## src/rtl/fetch_arbiter.sv

```systemverilog
// Round-robin arbiter that shares the single FETCH unit among four hardware threads,
// serialising their requests onto the f_enable/ack handshake with a timeout abort.
module fetch_arbiter #(
    parameter int unsigned TIMEOUT = 255
) (
    input  logic         clk,
    input  logic         rst_n,
    input  logic [3:0]   req,
    input  logic [3:0]   req_we,
    input  logic [127:0] req_addr,
    input  logic [127:0] req_wdata,
    output logic [3:0]   rsp_valid,
    output logic         rsp_err,
    output logic [31:0]  rsp_data,
    output logic         busy,
    output logic         f_enable,
    output logic         write_mode,
    output logic [31:0]  f_addr,
    output logic [31:0]  f_data_i,
    output logic [1:0]   f_thread,
    input  logic [31:0]  f_data_o,
    input  logic         f_ack
);

    typedef enum logic [1:0] {
        ST_IDLE    = 2'd0,
        ST_WAIT    = 2'd1,
        ST_RELEASE = 2'd2
    } state_t;

    localparam logic [7:0] TO_CNT = 8'(TIMEOUT);

    state_t      state_q, state_d;
    logic [1:0]  g_q, g_d;
    logic [1:0]  ptr_q, ptr_d;
    logic [7:0]  cnt_q, cnt_d;
    logic [3:0]  rsp_valid_q, rsp_valid_d;
    logic        rsp_err_q, rsp_err_d;
    logic [31:0] rsp_data_q, rsp_data_d;
    logic        busy_q, busy_d;
    logic        f_enable_q, f_enable_d;
    logic        write_mode_q, write_mode_d;
    logic [31:0] f_addr_q, f_addr_d;
    logic [31:0] f_data_i_q, f_data_i_d;
    logic [1:0]  f_thread_q, f_thread_d;

    logic        found;
    logic [1:0]  pick;
    logic [1:0]  idx;
    logic [7:0]  cnt_inc;
    logic        done;

    // Rotating priority: scan ptr+1, ptr+2, ... so the last winner goes to the back.
    always_comb begin
        found = 1'b0;
        pick  = ptr_q;
        idx   = ptr_q;
        for (int i = 1; i <= 4; i++) begin
            idx = ptr_q + 2'(i);
            if (!found && req[idx]) begin
                found = 1'b1;
                pick  = idx;
            end
        end
    end

    always_comb begin
        state_d      = state_q;
        g_d          = g_q;
        ptr_d        = ptr_q;
        cnt_d        = cnt_q;
        rsp_valid_d  = rsp_valid_q;
        rsp_err_d    = rsp_err_q;
        rsp_data_d   = rsp_data_q;
        f_enable_d   = f_enable_q;
        write_mode_d = write_mode_q;
        f_addr_d     = f_addr_q;
        f_data_i_d   = f_data_i_q;
        f_thread_d   = f_thread_q;
        cnt_inc      = cnt_q + 8'd1;
        done         = 1'b0;

        unique case (state_q)
            ST_IDLE: begin
                if (found) begin
                    g_d          = pick;
                    f_addr_d     = req_addr[32*pick +: 32];
                    f_data_i_d   = req_wdata[32*pick +: 32];
                    write_mode_d = req_we[pick];
                    f_thread_d   = pick;
                    f_enable_d   = 1'b1;
                    cnt_d        = 8'd0;
                    state_d      = ST_WAIT;
                end
            end
            ST_WAIT: begin
                cnt_d = cnt_inc;
                // Ack is checked first so a coincident ack and timeout counts as success.
                if (f_ack) begin
                    rsp_data_d = f_data_o;
                    rsp_err_d  = 1'b0;
                    done       = 1'b1;
                end else if (cnt_inc == TO_CNT) begin
                    rsp_data_d = 32'd0;
                    rsp_err_d  = 1'b1;
                    done       = 1'b1;
                end
                if (done) begin
                    rsp_valid_d = 4'b0001 << g_q;
                    f_enable_d  = 1'b0;
                    ptr_d       = g_q;
                    state_d     = ST_RELEASE;
                end
            end
            ST_RELEASE: begin
                rsp_valid_d = 4'b0000;
                if (!f_ack) begin
                    state_d = ST_IDLE;
                end
            end
            default: begin
                state_d = ST_IDLE;
            end
        endcase

        busy_d = (state_d != ST_IDLE);
    end

    always_ff @(posedge clk or negedge rst_n) begin
        if (!rst_n) begin
            state_q      <= ST_IDLE;
            g_q          <= 2'd0;
            ptr_q        <= 2'd3;
            cnt_q        <= 8'd0;
            rsp_valid_q  <= 4'd0;
            rsp_err_q    <= 1'b0;
            rsp_data_q   <= 32'd0;
            busy_q       <= 1'b0;
            f_enable_q   <= 1'b0;
            write_mode_q <= 1'b0;
            f_addr_q     <= 32'd0;
            f_data_i_q   <= 32'd0;
            f_thread_q   <= 2'd0;
        end else begin
            state_q      <= state_d;
            g_q          <= g_d;
            ptr_q        <= ptr_d;
            cnt_q        <= cnt_d;
            rsp_valid_q  <= rsp_valid_d;
            rsp_err_q    <= rsp_err_d;
            rsp_data_q   <= rsp_data_d;
            busy_q       <= busy_d;
            f_enable_q   <= f_enable_d;
            write_mode_q <= write_mode_d;
            f_addr_q     <= f_addr_d;
            f_data_i_q   <= f_data_i_d;
            f_thread_q   <= f_thread_d;
        end
    end

    assign rsp_valid  = rsp_valid_q;
    assign rsp_err    = rsp_err_q;
    assign rsp_data   = rsp_data_q;
    assign busy       = busy_q;
    assign f_enable   = f_enable_q;
    assign write_mode = write_mode_q;
    assign f_addr     = f_addr_q;
    assign f_data_i   = f_data_i_q;
    assign f_thread   = f_thread_q;

endmodule

```

## config.mk

```make
export PLATFORM = sky130hd
export DESIGN_NAME = fetch_arbiter
export DESIGN_NICKNAME = d
export VERILOG_FILES = /design/src/rtl/fetch_arbiter.sv
export SDC_FILE = /design/constraint.sdc
export NUM_CORES = 1
export LEC_CHECK = 0
export ABC_CLOCK_PERIOD_IN_PS = 3000
export CELL_PAD_IN_SITES_DETAIL_PLACEMENT = 1
export CELL_PAD_IN_SITES_GLOBAL_PLACEMENT = 1
export CORE_MARGIN = 2
export CORE_UTILIZATION = 26
export DETAILED_ROUTE_END_ITERATION = 16
export GPL_ROUTABILITY_DRIVEN = 0
export PLACE_DENSITY_LB_ADDON = 0.1
export SLEW_MARGIN = 20
export SYNTH_ARGS = -nofsm -noshare
export SYNTH_HDL_FRONTEND = slang
export SYNTH_SLANG_ARGS = --single-unit
```

## constraint.sdc

```tcl
create_clock -name clk -period 3 [get_ports clk]
set_input_delay 0.45 -clock clk [delete_from_list [all_inputs] [get_ports clk]]
set_output_delay 0.45 -clock clk [all_outputs]
set_load 0.1 [all_outputs]
```

# Yosys cells after proc, flatten, opt, wreduce, memory -nomap -nowiden
# Cells that the tools add are included.
# word_totals
register_bits	118
inputBits	299
out_inout_bits	106
elab_cells	82
# op_classes
n_addsub	4
n_lt_le_gt_ge	5
eq_ne	5
n_shift	3
muxes	36
n_reduce_logical	17
# op_table
op	n
128-bit by 8-bit indexed part select with 32-bit output	2
32-bit two-way mux	2
1-bit two-way mux	16
8-bit one-hot mux with 2 select lines	1
2-bit by 3-bit < comparator with 1-bit output, second input constant	5
2-bit two-way mux	7
1-bit binary-select mux with 2-bit select	5
2-bit AND reduction	5
8-bit by 1-bit adder with 8-bit output, second input constant	1
8-bit equality test, second input constant	1
8-bit two-way mux	1
4-bit one-hot mux with 2 select lines	1
2-bit nonzero test	4
2-bit one-hot mux with 3 select lines	1
2-bit adder, second input constant	2
4-bit two-way mux	1
2-bit != test, second input constant	2
1-bit by 2-bit << shifter with 4-bit output, first input constant	1
1-bit logical AND	3
1-bit zero test	3
3-bit AND reduction	1
2-bit by 1-bit adder with 2-bit output, second input constant	1
2-bit by 1-bit equality test with 1-bit output, second input constant	1
2-bit equality test, second input constant	1
2 further kinds	2

# Depth between registers and ports, before layout
# Gate-level depths: netlist of the first run.
# logic_depth
depth_word	16
ltp_mapped	9
mapped_depth_nobuf	7

# Worst setup path before layout of the first run
# No wires, ideal clock.
# synth_timing
kind	register -> register
start	register cnt_q[0]
end	register rsp_data_q[28] (netlist: rsp_data[28])
setup_time_ns	0.122
t_arrival_ns	1.983
required_ns	2.878
slack_ns	0.895
path_stages_with_launch	9
n_path_buf	2
period_less_slack_ns	2.105
cell_sequence	dfrtp_1 ha_1 nand3_1 nor4_1 a311oi_1 or3_1 buf_6 buf_2 a22o_1
# synth_between
elab_chain_cells	4
# synth_lines
element	line_no	text
start, declared	36	logic [7:0] cnt_q, cnt_d;
start signal, assigned	148	cnt_q <= cnt_d;
8-bit by 1-bit adder with 8-bit output	80	cnt_inc = cnt_q + 8'd1;
8-bit equality test	103	end else if (cnt_inc == TO_CNT) begin
2-bit nonzero test (no line)	--	
2-bit AND reduction (no line)	--	
end signal, assigned	151	rsp_data_q <= rsp_data_d;
end, declared	39	logic [31:0] rsp_data_q, rsp_data_d;
# Every way passes these cells.
# A chain may end at the register's enable or synchronous reset.

# Final worst setup path of the first run
# layout_timing
start	register cnt_q[0]
end	register rsp_data_q[11] (netlist: rsp_data[11])
# The elaborated chain is that of the path after synthesis.

==> results of run 1 <==
stage by stage:
stage,setup slack (ps),instances
after CTS,400.8,1278
after global placement,501.6,1246
after floorplan,895.3,555
final,382.4,1281
after detailed placement,419.3,1246
after global routing,185.3,1278
layer usage:
| metal | share of wire (%) | global-route usage [%] |
|---|---|---|
| met2 | 53 | 38.96 |
| met3 | 9.3 | 8.514 |
| met4 | 1.7 | 7.636 |
| met5 | 0.14 | 0 |
| met1 | 36 | 21.99 |
how the worst max path moves through the flow:
stage / from / end / slack, ps / cells past startpoint
floorplan: cnt_q[0]$_DFFE_PN0P_ / rsp_data[28]$_DFFE_PN0P_ / 900 / 8
global placement: f_ack / rsp_data[10]$_DFFE_PN0P_ / 500 / 7
detailed placement: cnt_q[0]$_DFFE_PN0P_ / rsp_data[20]$_DFFE_PN0P_ / 420 / 7
CTS: cnt_q[0]$_DFFE_PN0P_ / rsp_data[20]$_DFFE_PN0P_ / 400 / 7
global route: cnt_q[0]$_DFFE_PN0P_ / rsp_data[20]$_DFFE_PN0P_ / 190 / 7
finish: cnt_q[0]$_DFFE_PN0P_ / rsp_data[11]$_DFFE_PN0P_ / 380 / 7
worst reg2reg max path, delay by kind of cell, from the launching register on:
family / cells / cell delay, ps
simple gates: 3 / 1100
flops: 1 / 470
compound gates: 2 / 360
fa+ha+maj: 1 / 290
buf+inv: 1 / 280
cells by family after synthesis:
logic type,count (synthesis),synth area share [%]
adders and majority gates,2,0.4061
DFF,118,47.97
and+or+nand+nor,112,7.657
buffers and inverters,54,4.163
AOI/OAI and AO/OA,136,18.10
muxes,133,21.71
final cells by class:
type	count	share of cell area [%]
Antenna cell	3	0.06875
Clock buffer	18	4.022
Clock inverter	14	1.375
Inverter	8	0.2750
Multi-Input combinational cell	383	27.19
Sequential cell	118	27.07
Tap cell	319	3.655
Timing Repair Buffer	418	36.35
layout by cell type (no fill, tap or decap), types with 7 or more instances in the layout:
master | netlist | layout
mux2i_1 | 131 | 131
buf_12 | 0 | 7
dfrtp_1 | 116 | 116
a22o_1 | 32 | 32
nand2_1 | 80 | 79
nor2_1 | 10 | 9
clkdlybuf4s50_1 | 0 | 297
buf_4 | 0 | 114
o21ai_0 | 11 | 11
o221ai_1 | 65 | 65
clkbuf_16 | 0 | 17
inv_1 | 8 | 8
registers in the layout (all words and copies together), names as in the netlist, 2 cells and up:
name,cells
rsp_data,32
ptr_q,2
cnt_q,8
f_data_i,32
f_thread,2
rsp_valid,4
f_addr,32
state_q,2
report_power, final:
part           switching [mW]  internal, mW
Combinational            7.40          2.59
Clock                   0.811          1.25
Sequential              0.534          2.38
Total                    8.74          6.22
==> run_results.csv, run 1 <==
group,metric,value,unit
run_status,status,"completed",
timing,slew-limit-headroom,47.02,%
logic_synthesis,synth-warning-count,0,
clocking,clock_latency,420,ps
timing,min_period_over_period,87.25,%
routing,drt_pre_antenna_iters,4,
floorplan,start_util,26.40,%
global_route,grt_usage,21.33,%
timing,hold_viol_final,0,
logic_synthesis,synth_edf_count,0,
logic_synthesis,ys_seq_area_share,47.97,%
job,drv_cap,0,
clocking,post-cts-setup-buffers,0,
worst_setup_path,crit_path_start_kind,"flip-flop",
clocking,ctsHoldBuffers,0,
worst_setup_path,critPathKind,"flip-flop to flip-flop",
worst_setup_path,crit_arrival,2920,ps
floorplan,die-area,24940,sq um
worst_setup_path,slowest_stage,"or3_1",
power,vdd_drop_max,0.0007355,V
routing,drt_wl_total,27390,microns
logic_synthesis,synth.avg_cell_area,11.10,sq um
clocking,path_clk_slew,60,ps
floorplan,io-pin-count,405,
global_route,grt_pass1_wl,39900,microns
timing,fin_skew,11.41,ps
cells_and_area,syn_to_final_growth,77.23,%
power,power.density,1370,nW/um^2
global_route,antenna_found_initial,3,
timing,finalCriticalPeriod,2618,ps
timing,rsz0062_at_grt,"no",
logic_synthesis,synth.cell_area,6161,sq um
floorplan,die_w,157.9,microns
clocking,cts_buffer_depth,2,
cells_and_area,final_nets,1247,
hold_path,hp-class,"input port to asynchronous set/reset pin",
logic_synthesis,ys.flop_type,"dfrtp_1",
routing,route.detailed.drc,0,
logic_synthesis,synth_top_area_share,47.12,%
logic_synthesis,synth_area_leaders,"dfrtp_1 47%, mux2i_1 21%, o221ai_1 9.2%",
worst_setup_path,path_delay_family,"simple AND/OR/NAND/NOR gates",
worst_setup_path,rr_startpoint,"cnt_q[0]$_DFFE_PN0P_",
routing,num_vias,6416,
timing,whs,88.58,ps
cells_and_area,utilization,46.80,%
logic_synthesis,synth.top_cells.by_count,"131 x mux2i_1, 116 x dfrtp_1, 80 x nand2_1, 65 x o221ai_1, 32 x a22o_1",
worst_setup_path,cp_cell_sequence,"ha_1, nand3_1, nor4_1, a311oi_1, or3_1, buf_12, a22o_1",
cells_and_area,multiInputGateArea,2969,sq um
placement,dpl.hpwl,21310,microns
routing,drtIter0Drc,335,
power,p_total,14.96,mW
clocking,cts.sinks,118,
cells_and_area,seq_area,2955,sq um
floorplan,fp-row-count,56,
logic_synthesis,synth_nets,856,
routing,wl_per_cell,21.38,microns
timing,setup_violations,0,
clocking,root_buffer,"clkbuf_16",
timing,tightest_slew,794.6,ps
global_route,grt_max_degree,66,
routing,postRouteAntennaNets,0,
worst_setup_path,r2r_end,"rsp_data[11]$_DFFE_PN0P_",
power,p_leak,4.895,nW
logic_synthesis,synth_cell_types,44,
worst_setup_path,rrSetupSlack,380,ps
clocking,tritoncts,"done",
clocking,htreeDepth,4,
cells_and_area,nFillCells,2517,
logic_synthesis,synthArstFlopShare,100.0,%
timing,max_clock_freq,0.3820,GHz
worst_setup_path,rr_worst_depth,7,
floorplan,die_h,157.9,microns
worst_setup_path,critPathRequiredTime,3300,ps
floorplan,fp.coreArea,23330,sq um
logic_synthesis,yosysTopAreaCell,"dfrtp_1",
worst_setup_path,worstPathMaxFanout,28,
cells_and_area,finalInstanceArea,10920,sq um
logic_synthesis,post-synth-top-count-cell,"mux2i_1",
worst_setup_path,cpPeakStageDelay,660,ps
global_route,grt_pass1_vias,6990,
cells_and_area,drive_gt1_share,17.10,%
worst_setup_path,cp.buffers_inverters,1,
logic_synthesis,syn_inst,555,
clocking,cts_resized,0,
worst_setup_path,cp-end-kind,"flip-flop",
routing,vias_per_cell,5.009,
placement,dpl_cell_area,10320,sq um
timing,fin_tns_setup,0,ps
placement,portBuffers,404,
clocking,numCtsBuffers,17,
timing,maxSlewViolCount,0,
logic_synthesis,ys_ff_latch,118,
global_route,overflow,0,
Note: power is estimated with default switching activity, not from simulation.
==> run 2, diff against run 1 <==
--- a/config.mk
+++ b/config.mk
@@ -10,6 +10,7 @@
 export CELL_PAD_IN_SITES_GLOBAL_PLACEMENT = 1
 export CORE_MARGIN = 2
 export CORE_UTILIZATION = 26
+export CTS_CLUSTER_SIZE = 20
 export DETAILED_ROUTE_END_ITERATION = 16
 export GPL_ROUTABILITY_DRIVEN = 0
 export PLACE_DENSITY_LB_ADDON = 0.1
==> results of run 2 <==
No change in the layout: final DEF, timing and power equal those of run 1.
==> run 3, diff against run 2 <==
--- a/config.mk
+++ b/config.mk
@@ -14,7 +14,7 @@
 export DETAILED_ROUTE_END_ITERATION = 16
 export GPL_ROUTABILITY_DRIVEN = 0
 export PLACE_DENSITY_LB_ADDON = 0.1
-export SLEW_MARGIN = 20
+export SLEW_MARGIN = 10
 export SYNTH_ARGS = -nofsm -noshare
 export SYNTH_HDL_FRONTEND = slang
 export SYNTH_SLANG_ARGS = --single-unit
==> results of run 3 <==
No change in the layout: final DEF, timing and power equal those of run 1.
